[src/rtl/integ_dump_ctrl_pkg.sv]
// Shared decimator definitions: rate width, headroom, controller states and
// the bit-gain table every integrate-and-dump stage scales by.
package integ_dump_ctrl_pkg;

    localparam int RATE_W      = 8;
    localparam int MAX_BITGAIN = 8;

    typedef enum logic {IDLE, INTEG} state_t;

    // ceil(log2(r+1)) clamped to 1..8
    function automatic logic [3:0] bitgain(input logic [RATE_W-1:0] r);
        logic [RATE_W:0] n;
        logic [3:0]      g;
        n = (RATE_W+1)'(r) + (RATE_W+1)'(1);
        g = 4'd1;
        for (int i = 1; i < RATE_W; i++)
            if (((RATE_W+1)'(1) << i) < n) g = 4'(i + 1);
        return g;
    endfunction

endpackage

[src/rtl/integ_dump_ctrl_if.sv]
// Sample-stream bundle between the strobe source, the decimator and its consumer.
interface integ_dump_ctrl_if
    import integ_dump_ctrl_pkg::*;
#(
    parameter int bw = 16
);
    logic                 enable;
    logic [RATE_W-1:0]    rate;
    logic                 strobe_in;
    logic signed [bw-1:0] signal_in;
    logic                 strobe_out;
    logic signed [bw-1:0] signal_out;

    modport master (output enable, rate, strobe_in, signal_in,
                    input  strobe_out, signal_out);
    modport slave  (input  enable, rate, strobe_in, signal_in,
                    output strobe_out, signal_out);
endinterface

[src/rtl/integ_dump_ctrl_shifter.sv]
// Integrator bit-gain shifter: drops the window's gain bits from the sum,
// truncating toward minus infinity.
module integ_shifter
    import integ_dump_ctrl_pkg::*;
#(
    parameter int bw         = 16,
    parameter int maxbitgain = MAX_BITGAIN
) (
    input  logic signed [bw+maxbitgain-1:0] sum,
    input  logic        [RATE_W-1:0]        rate,
    output logic signed [bw-1:0]            scaled
);
    logic [3:0] shift;

    assign shift  = bitgain(rate);
    assign scaled = bw'(sum >>> shift);
endmodule

[src/rtl/integ_dump_ctrl.sv]
// Integrate-and-dump decimation controller: sums rate+1 strobed samples and
// emits one scaled output sample with a single-cycle strobe.
module integ_dump_ctrl
    import integ_dump_ctrl_pkg::*;
#(
    parameter int bw         = 16,
    parameter int maxbitgain = MAX_BITGAIN
) (
    input  logic             clock,
    input  logic             reset,
    integ_dump_ctrl_if.slave bus
);
    localparam int AW = bw + maxbitgain;

    state_t               state, state_nxt;
    logic                 flush;
    logic [RATE_W-1:0]    count, rate_r, rate_eff;
    logic signed [AW-1:0] acc, ext, sum;
    logic signed [bw-1:0] scaled, out_q;
    logic                 strobe_q, terminal;

    // Sample taken on the enable-rise cycle is window sample 0, so flushing
    // follows enable directly rather than the registered state.
    always_comb begin
        state_nxt = state;
        flush     = !bus.enable;
        case (state)
            IDLE:    if (bus.enable)  state_nxt = INTEG;
            INTEG:   if (!bus.enable) state_nxt = IDLE;
            default: state_nxt = IDLE;
        endcase
    end

    assign ext      = {{maxbitgain{bus.signal_in[bw-1]}}, bus.signal_in};
    assign sum      = ((count == '0) ? AW'(0) : acc) + ext;
    assign rate_eff = (count == '0) ? bus.rate : rate_r;
    assign terminal = (count == rate_eff);

    integ_shifter #(.bw(bw), .maxbitgain(maxbitgain)) u_shift (
        .sum    (sum),
        .rate   (rate_eff),
        .scaled (scaled)
    );

    always_ff @(posedge clock) begin
        if (reset) begin
            state    <= IDLE;
            count    <= '0;
            acc      <= '0;
            rate_r   <= '0;
            strobe_q <= 1'b0;
            out_q    <= '0;
        end else begin
            state    <= state_nxt;
            strobe_q <= 1'b0;
            if (flush) begin
                count <= '0;
                acc   <= '0;
            end else if (bus.strobe_in) begin
                acc <= sum;
                if (count == '0) rate_r <= bus.rate;
                if (terminal) begin
                    count    <= '0;
                    out_q    <= scaled;
                    strobe_q <= 1'b1;
                end else begin
                    count <= count + 8'd1;
                end
            end
        end
    end

    assign bus.strobe_out = strobe_q;
    assign bus.signal_out = out_q;
endmodule

[src/flat_wrapper.sv]
// flat-port wrapper written by rule: the top's interface ports become plain ports
module integ_dump_ctrl_flat import integ_dump_ctrl_pkg::*;
#(
    parameter int bw         = 16,
    parameter int maxbitgain = MAX_BITGAIN
)
  (clock, reset, bus_enable, bus_rate, bus_strobe_in, bus_signal_in, bus_strobe_out, bus_signal_out);
  integ_dump_ctrl_if #(.bw(bw)) bus_i ();
  input  logic clock;
  input  logic reset;
  input wire logic [$bits(bus_i.enable)-1:0] bus_enable;
  input wire logic [$bits(bus_i.rate)-1:0] bus_rate;
  input wire logic [$bits(bus_i.strobe_in)-1:0] bus_strobe_in;
  input wire logic [$bits(bus_i.signal_in)-1:0] bus_signal_in;
  output wire logic [$bits(bus_i.strobe_out)-1:0] bus_strobe_out;
  output wire logic [$bits(bus_i.signal_out)-1:0] bus_signal_out;
  assign bus_i.enable = bus_enable;
  assign bus_i.rate = bus_rate;
  assign bus_i.strobe_in = bus_strobe_in;
  assign bus_i.signal_in = bus_signal_in;
  assign bus_strobe_out = bus_i.strobe_out;
  assign bus_signal_out = bus_i.signal_out;
  integ_dump_ctrl #(.bw(bw), .maxbitgain(maxbitgain)) u_core (.clock(clock), .reset(reset), .bus(bus_i));
endmodule
[config.mk]
export PLATFORM = sky130hd
export DESIGN_NAME = integ_dump_ctrl_flat
export DESIGN_NICKNAME = d
export VERILOG_FILES = /design/src/rtl/integ_dump_ctrl_pkg.sv /design/src/rtl/integ_dump_ctrl_if.sv /design/src/rtl/integ_dump_ctrl_shifter.sv /design/src/rtl/integ_dump_ctrl.sv /design/src/flat_wrapper.sv
export SDC_FILE = /design/constraint.sdc
export NUM_CORES = 1
export LEC_CHECK = 0
export CAP_MARGIN = 20
export CORE_MARGIN = 10
export CORE_UTILIZATION = 40
export CTS_BUF_LIST = sky130_fd_sc_hd__clkbuf_2 sky130_fd_sc_hd__clkbuf_4 sky130_fd_sc_hd__clkbuf_8
export DETAILED_ROUTE_END_ITERATION = 8
export MAX_ROUTING_LAYER = met4
export PLACE_DENSITY = 0.66
export SETUP_SLACK_MARGIN = 0.15
export SLEW_MARGIN = 10
export SYNTH_ARGS = -nofsm -noshare
export SYNTH_HDL_FRONTEND = slang
export SYNTH_HIERARCHICAL = 1
export SYNTH_SLANG_ARGS = --single-unit
[constraint.sdc]
create_clock -name clock -period 6.35 [get_ports clock]
set_input_delay 1.27 -clock clock [delete_from_list [all_inputs] [get_ports clock]]
set_output_delay 1.27 -clock clock [all_outputs]
set_load 0.02 [all_outputs]
==> results of run 1 <==
-- worst max path at each step --
stage,from,slack [ns],end
3_5_place_dp,bus_rate[1],0.78,u_core/bus.signal_out[3]$_SDFFE_PP0P_
2_1_floorplan,u_core/count[1]$_SDFFE_PP0P_,1.91,u_core/bus.signal_out[0]$_SDFFE_PP0P_
5_1_grt,u_core/count[0]$_SDFFE_PP0P_,0.35,u_core/bus.signal_out[3]$_SDFFE_PP0P_
4_1_cts,u_core/count[0]$_SDFFE_PP0P_,0.85,u_core/bus.signal_out[3]$_SDFFE_PP0P_
6_report,u_core/count[0]$_SDFFE_PP0P_,0.78,u_core/bus.signal_out[3]$_SDFFE_PP0P_
3_3_place_gp,bus_rate[1],0.83,u_core/bus.signal_out[3]$_SDFFE_PP0P_
-- layer usage --
metal,track usage,up-vias,wire (um)
met5,-,-,0
met4,0.05807,0,282
met3,0.02801,26,682
met2,0.2490,156,6186
met1,0.2078,2234,6790
li1,-,2382,-
-- kinds of logic after synthesis --
family                     share of synthesized area
DFF                                           0.2242
AOI/OAI and AO/OA                             0.2220
buffers and inverters                        0.04916
muxes                                         0.1396
and+or+nand+nor                               0.2404
adders and majority gates                    0.06785
xor gates and xnor gates                     0.05679
-- cell usage in the layout (no fill, tap or decap), drive strengths merged, types with 9 or more instances in the layout --
cell type / netlist / layout
a211o: 9 / 9
a21o: 13 / 13
a21oi: 35 / 35
and2: 27 / 27
and3: 10 / 10
clkbuf: 22 / 11
clkdlybuf4s50: 0 / 44
dfxtp: 57 / 57
ha: 26 / 26
inv: 18 / 18
mux2i: 62 / 62
nand2: 48 / 48
nand3: 17 / 17
nand4: 11 / 11
nor2: 92 / 92
nor3: 15 / 15
o211ai: 10 / 10
o21ai: 17 / 17
o22ai: 14 / 14
xnor2: 19 / 19
xor2: 14 / 14
-- final cells by class --
type | instances | area share
Inverter | 19 | 0.01231
Sequential cell | 57 | 0.1970
Tap cell | 172 | 0.03716
Timing Repair Buffer | 52 | 0.08641
Clock buffer | 11 | 0.02506
Clock inverter | 4 | 0.003456
Multi-Input combinational cell | 530 | 0.6386
-- power by group --
part	internal, mW	total [mW]	switching, mW
logic	0.135	0.327	0.192
registers	0.367	0.375	0.00780
clock network	0.151	0.303	0.151
total	0.654	1.00	0.351
-- sequential cells by signal (all words and copies together), names as in the netlist --
register / flops
u_core/acc: 24
u_core/bus.signal_out: 16
u_core/count: 8
u_core/rate_r: 8
u_core/bus.strobe_out: 1
-- Yosys cell counts, types with 9 or more instances --
cell type / count / share of area
and2_1: 27 / 0.033
xor2_1: 14 / 0.024
a21o_1: 13 / 0.019
nand3_1: 17 / 0.017
inv_1: 18 / 0.013
o211ai_1: 10 / 0.015
o22ai_1: 14 / 0.017
nand4_1: 10 / 0.012
mux2i_1: 62 / 0.12
dfxtp_1: 57 / 0.22
o21ai_0: 17 / 0.017
xnor2_1: 19 / 0.033
nand2_1: 47 / 0.035
clkbuf_1: 22 / 0.016
nor3_1: 15 / 0.015
ha_1: 26 / 0.064
nor2_1: 91 / 0.067
and3_1: 9 / 0.011
a21oi_1: 34 / 0.033
-- metrics by stage --
stage                     worst slack, ns  utilization  hold WS (ns)  std cells  instance area [sq um]
after floorplan                     1.914            -        0.4342        638                   5090
after global placement             0.8319       0.4495        0.4519        830                   5627
after detailed placement           0.7814       0.4495        0.4488        830                   5627
after CTS                          0.8517       0.4627        0.4785        845                   5792
after global routing               0.3464       0.4627        0.5009        845                   5792
final                              0.7765       0.4627        0.4746        845                   5792
-- worst max-delay path: stages, from the launching register on --
cell and delay [ns]:
dfxtp_1 0.38, inv_1 0.17, ha_1 0.19, nor2b_1 0.29, nand3_1 0.53, nand2_1 0.21, nand2_1 0.23, ha_1 0.42
or4b_1 0.51, a2bb2oi_1 0.15, a311o_1 0.28, a21bo_1 0.19, a31oi_1 0.17, a211o_1 0.70, mux2i_1 0.38, mux2i_1 0.12
a211o_1 0.31, mux2i_1 0.15, nor2_1 0.06
==> run metrics, run 1 <==
reg2reg path depth=18; Required @ worst endpoint=6.58 ns; Fin Setup TNS=0 ns; Post-Syn Nets=693; Synth Warn #=6; share of cells above drive strength 1=0.07429; WP data arrival=5.80 ns; syn avg cell area=7.978 sq um; period utilisation layout=0.8777; post-cts sizing count=0; fillers=1281; Async SR Flop Fraction=0; Max-cap violations=0; RSZ-0062 raised after global routing=false; Ant. Diodes=0; Overall Global Routing Usage=0.1617; Initial Utilization=0.4066; worst skew pair latency=0.36 ns; largest net degree at the start of global routing=27; Die Ht=132.8 um; start of the worst register-to-register path=u_core/count[0]$_SDFFE_PP0P_; Hold Crit Class=reg2reg; Vias/cell=5.678; Antenna Nets Post-Route=0; Worst setup EP type=register; clock skew=0.01376 ns; Final HPWL DP=10.74 mm; power per cell area=173.5 mW/mm^2; die width=132.8 um; num ports=45; Post-Syn Area=0.005090 sq mm; DRC=0; Max VDD drop=0.00009586 V; minimum clock period=5.574 ns; register-to-register setup slack=0.78 ns; Area growth, synth to finish=13.79%; status=finished, final reports clean; area of the multi-input gates=0.003699 sq mm; clock slew at reported path FFs=0.07 ns; hold_buf cts=0; area of the die=0.01764 sq mm; post-synthesis sequential area ratio=0.2242; CTS tree=done; Sequential Area=0.001141 sq mm; relative slew slack=0.4291; 1st-pass router iterations=5; first-pass GRT wire length=23.32 mm; clk root buf=clkbuf_8; Min-Delay Endpoint=u_core/acc[17]$_SDFFE_PP0P_; critical path type=reg2reg; Seq cells post-synth=57; PortBufs=44; WHS Path Cells=1; Sink Count=57; CP Max Fanout=19; leak pwr=2.449 nW; total CTS buffers=9; global route overflow=0; DR iter-0 viols=548; post-CTS setup buffer count=0; core box area=0.01252 sq mm; highest clock rate=179.4 MHz; hold path start=u_core/acc[17]$_SDFFE_PP0P_; Top FF cell, synth=dfxtp_1; vias in the first global route=4687; FP Rows=41; Crit Reg-Reg Endpoint=u_core/bus.signal_out[3]$_SDFFE_PP0P_; RePlAce Congestion=0.8889; Worst-Margin Slew=0.8564 ns; vias=4798; Routed WL=13.94 mm; fin. max-slew vios=0; H-tree levels=3; Max Root-Sink Buffers=2; Total Power=1.005 mW; NumNets Final=724; Setup-failing EPs final=0; CP startpoint kind=register; synth unique cells=71; WL/cell=16.50 um; initial antenna violation count=0; Post-synth EDFFs=0; Gate Count Post-Synth=638; Final Hold Fails=0
Power figures use the tool's default switching activity.
==> run 2: changes to the inputs <==
Settings changed: CORE_ASPECT_RATIO set to 1.5, CTS_CLUSTER_DIAMETER set to 200, GPL_ROUTABILITY_DRIVEN set to 0.
==> run metrics, run 2 (synthesized netlist as in run 1, its figures left out) <==
core box area=0.01245 sq mm (-0.54%); WP data arrival=5.57 ns (-0.23 ns); fin. max-slew vios=0 (unchanged); hold_buf cts=0 (unchanged); commonest cells after routing, fill and taps aside=nor2_1 (91), mux2i_1 (62), dfxtp_1 (57), nand2_1 (47), clkdlybuf4s50_1 (44); Overall Global Routing Usage=0.1618 (about the same); Final HPWL DP=11.05 mm (+2.9%); fillers=1240 (-3.2%); initial antenna violation count=0 (unchanged); Sink Count=57 (unchanged); Vias/cell=5.852 (+3.1%); vias=4869 (+1.5%); Min Hold Slack=0.4779 ns (+0.003325 ns); relative slew slack=0.2561 (-0.1730); area of the multi-input gates=0.003699 sq mm (unchanged); post-cts sizing count=0 (unchanged); Total Power=1.071 mW (+6.6%); RSZ-0062 raised after global routing=false; Final Cell Area=0.005852 sq mm (+1.0%); area of the die=0.01773 sq mm (+0.53%); global route overflow=0 (unchanged); minimum clock period=5.296 ns (-0.2775 ns); leak pwr=2.479 nW (+1.2%); Area after DPL=0.005627 sq mm (unchanged); NumNets Final=726 (+0.28%); Worst setup EP type=register; PortBufs=44 (unchanged); Antenna Nets Post-Route=0 (unchanged); Routed WL=14.38 mm (+3.2%); Sequential Area=0.001141 sq mm (unchanged); CTS tree=done; critical path type=reg2reg; status=finished, final reports clean; WL/cell=17.29 um (+4.8%); commonest non-fill, non-tap cell in the layout=nor2_1; clock skew=0.007671 ns (-0.006090 ns); largest net degree at the start of global routing=27 (unchanged); max reg flops=24 (unchanged); Fin Setup TNS=0 ns (unchanged); power per cell area=183.1 mW/mm^2 (+5.5%); FP Rows=50 (+22%); clk root buf=clkbuf_8; total CTS buffers=9 (unchanged); Max-cap violations=0 (unchanged); 1st-pass router iterations=5 (unchanged); Max VDD drop=0.00008591 V (-10%); highest clock rate=188.8 MHz (+5.2%); die width=112.1 um (-16%); Max Root-Sink Buffers=2 (unchanged); Ant. Diodes=0 (unchanged); first-pass GRT wire length=23.37 mm (+0.24%); DRC=0 (unchanged); worst skew pair latency=0.35 ns (about the same); Die Ht=158.2 um (+19%); H-tree levels=3 (unchanged); Area growth, synth to finish=14.97%; post-CTS setup buffer count=0 (unchanged); Hold Crit Class=reg2reg; CP startpoint kind=register; WHS Path Cells=1 (unchanged); reg2reg path depth=21 (+3); Required @ worst endpoint=6.62 ns (+0.04 ns); Final Hold Fails=0 (unchanged); vias in the first global route=4855 (+3.6%); CP Max Fanout=26 (+7); num ports=45 (unchanged); Setup-failing EPs final=0 (unchanged); share of cells above drive strength 1=0.07840 (+0.004108); Reg with most FFs=u_core/acc; Worst-Margin Slew=1.112 ns (+0.2560 ns); clock slew at reported path FFs=0.07 ns (about the same); Initial Utilization=0.4088 (+0.002207); period utilisation layout=0.8340 (-0.04370); DR iter-0 viols=295 (-46%)
[run 2: through the flow]
stage | setup WS [ns] | utilization | instances
after detailed placement | 0.9098 | 0.4520 | 815
final | 1.054 | 0.4701 | 832
after floorplan | 1.914 | - | 638
after CTS | 1.105 | 0.4688 | 831
after global placement | 1.055 | 0.4520 | 815
after global routing | 0.6484 | 0.4701 | 832
[run 2: worst paths after layout]
kind | from | end | slack [ns]
worst max-delay path | u_core/count[0]$_SDFFE_PP0P_ | u_core/bus.signal_out[12]$_SDFFE_PP0P_ | 1.05
worst min-delay path | u_core/acc[18]$_SDFFE_PP0P_ | u_core/acc[18]$_SDFFE_PP0P_ | 0.48
worst max register to register | u_core/count[0]$_SDFFE_PP0P_ | u_core/bus.signal_out[12]$_SDFFE_PP0P_ | 1.05
worst min register to register | u_core/acc[18]$_SDFFE_PP0P_ | u_core/acc[18]$_SDFFE_PP0P_ | 0.48
[run 2: power breakdown]
part	leakage [nW]	internal [mW]	total, mW	switching [mW]
registers	0.463	0.367	0.375	0.00743
logic	1.91	0.139	0.332	0.194
clock network	0.106	0.207	0.365	0.158
total	2.48	0.713	1.07	0.359
[run 2: final cells by class]
cell class / instances / area share
Sequential cell: 57 / 0.1950
Inverter: 19 / 0.01219
Clock buffer: 12 / 0.02715
Multi-Input combinational cell: 530 / 0.6320
Timing Repair Buffer: 54 / 0.09151
Clock inverter: 4 / 0.008766
Tap cell: 156 / 0.03335
[run 2: metal layers]
layer  routed length, um  global-route usage  up-vias
met5                   0                   -        -
met4                 743              0.1133        0
met3                 488             0.02273       55
met2                7211              0.2780      136
met1                5940              0.1678     2289
li1                    -                   -     2389
[run 2: worst max-delay path, cell delays in order, from the launching register on]
cell      delay, ns
dfxtp_1        0.39
inv_1          0.18
ha_1           0.18
nor2b_1        0.29
nand3_1        0.41
buf_12         0.30
and2_1         0.17
ha_1           0.21
fa_1           0.41
a21oi_1        0.26
o211a_1        0.27
o31ai_1        0.14
o21ai_0        0.32
nand2b_1       0.09
a21oi_1        0.18
xnor2_1        0.29
mux2i_1        0.29
nand2_1        0.17
nor2_1         0.06
nor4_1         0.35
mux2i_1        0.13
nor2_1         0.09
